**config.mk**
```make
export PLATFORM = sky130hd
export DESIGN_NAME = cpu_control_ext
export DESIGN_NICKNAME = d
export VERILOG_FILES = /design/src/rtl/cpu_ctl_pkg.sv /design/src/rtl/ctl_wait_timer.sv /design/src/rtl/cpu_control_ext.sv
export SDC_FILE = /design/constraint.sdc
export NUM_CORES = 1
export LEC_CHECK = 0
export ABC_AREA = 1
export CORE_MARGIN = 2
export CORE_UTILIZATION = 40
export DETAILED_ROUTE_END_ITERATION = 10
export HOLD_SLACK_MARGIN = 0.1
export PLACE_DENSITY = 0.71
export SLEW_MARGIN = 20
export SYNTH_ARGS = -nofsm -noshare
export SYNTH_HDL_FRONTEND = slang
export SYNTH_SLANG_ARGS = --single-unit
```
**constraint.sdc**
```tcl
create_clock -name clk1 -period 3.4 [get_ports clk1]
set_input_delay 0.68 -clock clk1 [delete_from_list [all_inputs] [get_ports clk1]]
set_output_delay 0.68 -clock clk1 [all_outputs]
set_load 0.01 [all_outputs]
```
**src/rtl/cpu_ctl_pkg.sv**
```systemverilog
// Shared opcode and state encodings for the instruction-sequencing controller.
// Pure declarations; no logic or state.
package cpu_ctl_pkg;

  localparam int STATE_W = 4;

  localparam logic [2:0] OP_JMP = 3'b000;
  localparam logic [2:0] OP_INC = 3'b001;
  localparam logic [2:0] OP_DEC = 3'b010;
  localparam logic [2:0] OP_ADD = 3'b011;
  localparam logic [2:0] OP_SKZ = 3'b100;
  localparam logic [2:0] OP_LDA = 3'b101;
  localparam logic [2:0] OP_STO = 3'b110;
  localparam logic [2:0] OP_HLT = 3'b111;

  typedef enum logic [STATE_W-1:0] {
    ST_PRE    = 4'd0,
    ST_FETCH  = 4'd1,
    ST_DECODE = 4'd2,
    ST_OPER   = 4'd3,
    ST_EXEC   = 4'd4,
    ST_WB     = 4'd5,
    ST_DONE   = 4'd6,
    ST_HALTED = 4'd7
  } state_e;

  // Opcodes that read an operand from memory in OPER and EXEC.
  function automatic logic is_mem_rd(input logic [2:0] op);
    return (op == OP_ADD) || (op == OP_LDA);
  endfunction

endpackage

```
**src/rtl/ctl_wait_timer.sv**
```systemverilog
// Purpose: counts stalled memory cycles in one phase and flags a bus error on overrun.
// Latency: timeout is combinational in the WAIT_MAX-th stalled cycle; bus_err registers on that edge.
// Backpressure: none; the counter clears as soon as a phase completes (stall low).
module ctl_wait_timer #(
  parameter int WAIT_MAX = 15
) (
  input  logic clk1,
  input  logic rst,
  input  logic stall,
  output logic timeout,
  output logic bus_err
);

  localparam logic [7:0] CNT_LAST = 8'(WAIT_MAX - 1);

  logic [7:0] wait_cnt;

  // A ready in the last allowed cycle drops stall, so it completes without error.
  assign timeout = stall && (wait_cnt == CNT_LAST);

  always_ff @(posedge clk1) begin
    if (rst) begin
      wait_cnt <= '0;
      bus_err  <= 1'b0;
    end else begin
      if (!stall || timeout) begin
        wait_cnt <= '0;
      end else begin
        wait_cnt <= wait_cnt + 8'd1;
      end
      if (timeout) begin
        bus_err <= 1'b1;
      end
    end
  end

endmodule

```
**src/rtl/cpu_control_ext.sv**
```systemverilog
// Purpose: CPU instruction sequencer driving PC/ACC/IR/memory strobes, with halt and resume.
// Latency: PRE_IDLE+6 cycles per instruction without wait states; HLT parks after EXEC.
// Backpressure: with MEM_HS=1, memory phases hold on mem_ready=0 up to WAIT_MAX cycles.
module cpu_control_ext
  import cpu_ctl_pkg::*;
#(
  parameter int PRE_IDLE = 2,
  parameter int MEM_HS   = 0,
  parameter int WAIT_MAX = 15
) (
  input  logic               clk1,
  input  logic               rst,
  input  logic [2:0]         opcode,
  input  logic               zero,
  input  logic               mem_ready,
  input  logic               resume,
  output logic               inc_pc,
  output logic               load_acc,
  output logic               load_pc,
  output logic               rd,
  output logic               wr,
  output logic               load_ir,
  output logic               datactl_ena,
  output logic               halt,
  output logic               bus_err,
  output logic [STATE_W-1:0] state_dbg
);

  localparam state_e     START_ST  = (PRE_IDLE == 0) ? ST_FETCH : ST_PRE;
  localparam logic [2:0] IDLE_LAST = 3'((PRE_IDLE == 0) ? 0 : PRE_IDLE - 1);

  state_e     state;
  logic [2:0] idle_cnt;
  logic [2:0] op_q;
  logic       mem_ok;
  logic       rd_op;
  logic       stallable;
  logic       stall;
  logic       timeout;

  assign mem_ok    = (MEM_HS == 0) || mem_ready;
  assign rd_op     = is_mem_rd(op_q);
  assign stallable = (state == ST_FETCH)
                   || ((state == ST_OPER) && rd_op)
                   || ((state == ST_EXEC) && (rd_op || (op_q == OP_STO)));
  assign stall     = stallable && !mem_ok;

  ctl_wait_timer #(
    .WAIT_MAX(WAIT_MAX)
  ) u_wait_timer (
    .clk1    (clk1),
    .rst     (rst),
    .stall   (stall),
    .timeout (timeout),
    .bus_err (bus_err)
  );

  always_ff @(posedge clk1) begin
    if (rst) begin
      state    <= START_ST;
      idle_cnt <= '0;
      op_q     <= OP_JMP;
    end else begin
      case (state)
        ST_PRE: begin
          if (idle_cnt == IDLE_LAST) begin
            idle_cnt <= '0;
            state    <= ST_FETCH;
          end else begin
            idle_cnt <= idle_cnt + 3'd1;
          end
        end
        ST_FETCH: begin
          if (timeout)     state <= ST_HALTED;
          else if (!stall) state <= ST_DECODE;
        end
        ST_DECODE: begin
          // The instruction is fixed from here on, whatever the IR does later.
          op_q  <= opcode;
          state <= ST_OPER;
        end
        ST_OPER: begin
          if (timeout)     state <= ST_HALTED;
          else if (!stall) state <= ST_EXEC;
        end
        ST_EXEC: begin
          if (timeout || (op_q == OP_HLT)) state <= ST_HALTED;
          else if (!stall)                 state <= ST_WB;
        end
        ST_WB:     state <= ST_DONE;
        ST_DONE:   state <= START_ST;
        ST_HALTED: if (resume) state <= START_ST;
        default:   state <= ST_PRE;
      endcase
    end
  end

  always_comb begin
    inc_pc      = 1'b0;
    load_acc    = 1'b0;
    load_pc     = 1'b0;
    rd          = 1'b0;
    wr          = 1'b0;
    load_ir     = 1'b0;
    datactl_ena = 1'b0;
    halt        = 1'b0;
    if (!rst) begin
      case (state)
        ST_FETCH: begin
          rd      = 1'b1;
          load_ir = mem_ok;
        end
        ST_DECODE: inc_pc = 1'b1;
        ST_OPER: begin
          rd          = rd_op;
          load_pc     = (op_q == OP_JMP);
          datactl_ena = (op_q == OP_STO);
        end
        ST_EXEC: begin
          rd          = rd_op;
          load_acc    = (rd_op && mem_ok) || (op_q == OP_INC) || (op_q == OP_DEC);
          load_pc     = (op_q == OP_JMP);
          wr          = (op_q == OP_STO);
          datactl_ena = (op_q == OP_STO);
          inc_pc      = (op_q == OP_SKZ) && zero;
          halt        = (op_q == OP_HLT);
        end
        ST_WB: begin
          datactl_ena = rd_op || (op_q == OP_INC) || (op_q == OP_DEC) || (op_q == OP_STO);
        end
        ST_HALTED: halt = 1'b1;
        default: ;
      endcase
    end
  end

  assign state_dbg = state;

endmodule

```
* Word level (Yosys, flattened, before mapping)
Cells that the tools add are included.
W data, S select, Z words.
** Word-level totals
- Flip-flop bits (word level) :: 10
- Input bits :: 8
- Output and inout port bits :: 13
- Word-level logic and storage cells :: 50
** Cells by class
- Add/subtract/negate cells :: 1
- Equality and inequality tests :: 16
- Muxes and demuxes :: 21
- Reduce and logical (&&, ||, !) cells :: 9
** Operators by type and width (count)
- $pmux W4 S7 :: 1
- $eq A3 B3 Y1 const B :: 4
- $eq A4 B3 Y1 const B :: 3
- $mux W1 :: 12
- $eq A4 B2 Y1 const B :: 2
- $mux W4 :: 2
- $pmux W1 S2 :: 4
- $eq A3 B1 Y1 const B :: 2
- $eq A3 B2 Y1 const B :: 2
- $eq A4 B1 Y1 const B :: 1
- $logic_not A4 Y1 :: 1
- $logic_or A1 B1 Y1 :: 4
- $ne A2 B2 Y1 const B :: 2
- $add A3 B1 Y3 const B :: 1
- $logic_not A3 Y1 :: 1
- $mux W3 :: 1
- $mux W2 :: 1
- $reduce_and A2 Y1 :: 1
- $reduce_or A2 Y1 :: 1
- $logic_and A1 B1 Y1 :: 1

* Longest topological paths before layout
- Depth in word-level cells :: 7
- Depth in mapped cells :: 7

* By module
A second synthesis with hierarchy kept.
** Unflattened totals
- Cell total of the unflattened synthesis :: 164
- Area total of the unflattened synthesis :: 1058.5 µm²
** By module, submodules not included
- cpu_control_ext :: instances 1, cells an instance 100, area each 611.8 µm²
- ctl_wait_timer :: instances 1, cells an instance 64, area each 446.7 µm²

* Worst setup path after synthesis
Ideal clock, no wire load.
- Kind :: input port to output port
- Start point :: input rst
- End point :: output rd
- Data arrival time :: 1.299 ns
- Required time :: 2.720 ns
- Slack :: 1.421 ns
- Stages on the path :: 4
- Buffers on the path :: 1
- Path through :: buf_2 inv_1 nand4_1 o21ai_1
** On the way
- Cells in the longest elaborated chain, start to end :: 1
** Ends and longest elaborated chain
- start: declaration :: line cpu_control_ext.sv:12 : input logic rst,
- $mux W1 :: line cpu_control_ext.sv:107 : if (!rst) begin
- end: declaration :: line cpu_control_ext.sv:20 : output logic rd,
No other way between the ends.

* Worst setup path after layout
- Start point :: input rst
- End point :: output inc_pc
** On the way
- Cells in the longest elaborated chain, start to end :: 1
** Ends and longest elaborated chain
- $mux W1 :: line cpu_control_ext.sv:107
- end: declaration :: line cpu_control_ext.sv:17 : output logic inc_pc,
No other way between the ends.

==> impl_metrics.csv <==
group,metric,value,unit
placed_design,post-place-ws,0.629,ns
hold_path,min_path_cells,2,
yosys,synth_seq_cells,9,
yosys,netlist_instances,93,
yosys,synthFlopType,"dfxtp_1",
global_routing,antenna_found_initial,0,
yosys,yosys.area_share.simple,0.345,
drt,firstDrtPassIters,4,
setup_path,slowest_delay,0.56,ns
yosys,ys_seq_area_frac,0.286,
setup_path,critPathMaxFanout,8,
yosys,async_reset_ff_frac,0,
yosys,synth_edf_count,0,
cts,postCtsHoldBufs,0,
drt,wl_met1,567,um
yosys,netlist_top_cells_area,"dfxtp_1, inv_1, nand2_1",
drt,wl_met3,44,um
finish,register_area,180,um^2
yosys,yosys.cell_types.count,25,
yosys,synth_top_family_by_area,"simple AND/OR/NAND/NOR gates",
yosys,synthTopCellsByCount,"inv_1, nand2_1, nor2_1, dfxtp_1, a21oi_1",
finish,final-instance-count-excl-fill,126,
setup_path,end_kind,"output pin",
floorplan,floorplan.rows,14,
drt,wirelength,1.25,mm
drt,wl_met2,612,um
cts,cts_setup_buffers,0,
placed_design,dp.cells,122,
sta,fin_skew,0.000731,ns
drt,drc_errors,0,
global_routing,grt_pass1_wl,2.36,mm
sta,worst_slack,0.649,ns
yosys,synth_fa_ha_area_frac,0,
hold_path,hp-class,"reg2reg",
drt,vias_per_cell,4.89,
sta,period_needed,2.75,ns
power_and_ir_drop,p_per_area,691,nW/um^2
sta,finalCritPeriodShare,0.809,
sta,finalSetupViolCount,0,
sta,max_freq,363,MHz
cts,cts_tree,"done",
hold_path,holdPathEnd,"idle_cnt[0]$_SDFFE_PP0N_",
sta,fin_setup_tns,0,ns
power_and_ir_drop,p_leak,0.338,nW
sta,drv_slew,0,
cts,htree_levels,1,
setup_path,slowest_stage,"clkdlybuf4s50_1",
global_routing,grt_max_degree,9,
drt,vias,616,
floorplan,dieArea,1910,um^2
setup_path,crit_top_cell,"clkdlybuf4s50_1",
finish,drive_gt1_frac,0.136,
floorplan,io_pins,21,
setup_path,cp.required,2.72,ns
drt,post_drt_wl_per_cell,9.91,um
floorplan,chipHeight,43.7,um
yosys,synthMuxAreaShare,0,
sta,rsz0062_at_grt,"no",
sta,final_hold_viol_count,0,
drt,ant_nets,0,
drt,drtIter0Drc,3,
cts,numCtsBuffers,3,
cts,clockRootBuffer,"clkbuf_4",
setup_path,critical_path_class,"in2out",
floorplan,fp.dieW,43.7,um
yosys,synth_top_area_cell,"dfxtp_1",
cts,numClockSinks,9,
cts,cts_resized,0,
outcome,status,"completed",
finish,multiInputGateArea,347,um^2
global_routing,grt_pass1_vias,574,
yosys,synth_xor_area_frac,0.0278,
yosys,synth_area,631,um^2
placed_design,port_buffers,17,
yosys,ys.warnings.count,0,
finish,antenna_cells,0,
global_routing,grt-ovfl-total,0,
cts,clockBufferDepth,2,
setup_path,arrival,2.07,ns
placed_design,dp_hpwl,1.02,mm
power_and_ir_drop,vdd.ir_drop.worst,0.281,mV
setup_path,path_buf_inv,3,
yosys,synth_top_area_frac,0.286,
finish,fillers,150,
run,maxCapViolations,0,
cts,clkLatencyLatePin,0.25,ns
finish,layout-area-overhead-vs-synth,28.6,%
placed_design,globalplace.congestion,0.766,
setup_path,worstPathCellList,"clkdlybuf4s50_1 -> inv_1 -> nand2_2 -> o22ai_1 -> clkdlybuf4s50_1",
setup_path,cpLargestDelayFamily,"buffers and inverters",
floorplan,core_area,1490,um^2
setup_path,cp_num_cells,5,
drt,top_layer_used,"met4",
finish,fin_nets,119,
setup_path,crit_path_start_kind,"primary input",
setup_path,regToRegEndpoint,"state_dbg[2]$_SDFFE_PP0P_",
setup_path,r2r_cells,5,
hold_path,hold_start,"idle_cnt[0]$_SDFFE_PP0N_",
cts,path_clk_slew,0.06,ns
global_routing,track_usage,0.168,
yosys,synth_compound_area_frac,0.165,
floorplan,initial_core_util,0.424,
setup_path,reg2reg_from,"state_dbg[1]$_SDFFE_PP0P_",
yosys,synth_most_common_cell,"inv_1",
setup_path,r2r_slack,2.18,ns
yosys,avgSynthCellArea,6.78,um^2
report_power, final:
part           total, mW  switching [mW]  internal [mW]
Sequential         0.203          0.0646          0.138
Clock             0.0794          0.0344         0.0450
Combinational      0.278           0.150          0.129
Total              0.561           0.249          0.312
registers in the layout (all words and copies together) (netlist names):
signal and cells:
idle_cnt 3, op_q 3, state_dbg 3
per-stage QoR:
stage / utilization / hold WS (ns) / cell area (um^2) / total power [mW]
finish: 0.545 / 0.488 / 811 / 0.561
global route: 0.545 / 0.531 / 811 / 0.620
CTS: 0.545 / 0.494 / 811 / 0.568
detailed placement: 0.527 / 0.483 / 785 / 0.483
global placement: 0.527 / 0.469 / 785 / 0.477
floorplan: - / 0.453 / 634 / 0.418
per-layer routing:
metal / vias up / GRT usage
met5: - / 0
met4: 0 / 0.0909
met3: 4 / 0.0500
met2: 11 / 0.265
met1: 275 / 0.205
li1: 326 / -
area by class of cell:
type	count	area share
repair buffers	18	0.219
flip-flops and latches	9	0.222
multi-input cells	63	0.427
inverters	16	0.0741
clock buffers	4	0.0324
well taps	16	0.0247
worst register-to-register path, stage by stage (launching register included):
cell	delay, ns
dfxtp_1	0.58
inv_1	0.08
nand2_1	0.09
nor2_1	0.06
nor2_1	0.20
a21oi_1	0.09
cells by family after synthesis:
group | after synthesis
AND/OR/NAND/NOR | 40
buffers and inverters | 22
AO/OA/AOI/OAI | 19
flip-flops | 9
XOR/XNOR | 2
other | 1
worst max-delay path by stage:
stage	endpoint	start
2_1_floorplan	rd	rst
3_3_place_gp	rd	rst
3_5_place_dp	inc_pc	rst
4_1_cts	inc_pc	rst
5_1_grt	rd	rst
6_report	inc_pc	rst
cells in the final DEF, fill, tap and decap left out:
cell type / synthesis / routed
a21oi_1: 7 / 7
nor2_1: 12 / 12
nand2_1: 12 / 12
xnor2_1: 1 / 1
xor2_1: 1 / 1
o21ai_0: 3 / 3
nand3_2: 1 / 1
buf_4: 2 / 1
a31oi_1: 1 / 1
o21ai_1: 5 / 5
nand4_1: 1 / 1
nor3_2: 3 / 3
nand2_2: 3 / 3
nand3_1: 6 / 6
o22ai_1: 1 / 1
a21boi_0: 1 / 1
inv_1: 15 / 15
clkbuf_1: 0 / 1
dfxtp_1: 9 / 9
conb_1: 1 / 2
nor2_8: 1 / 1
nor4_2: 1 / 1
clkbuf_4: 0 / 3
inv_2: 1 / 1
clkdlybuf4s50_1: 0 / 17
a21oi_2: 1 / 1
No activity file was read; power rests on OpenSTA's default activity.
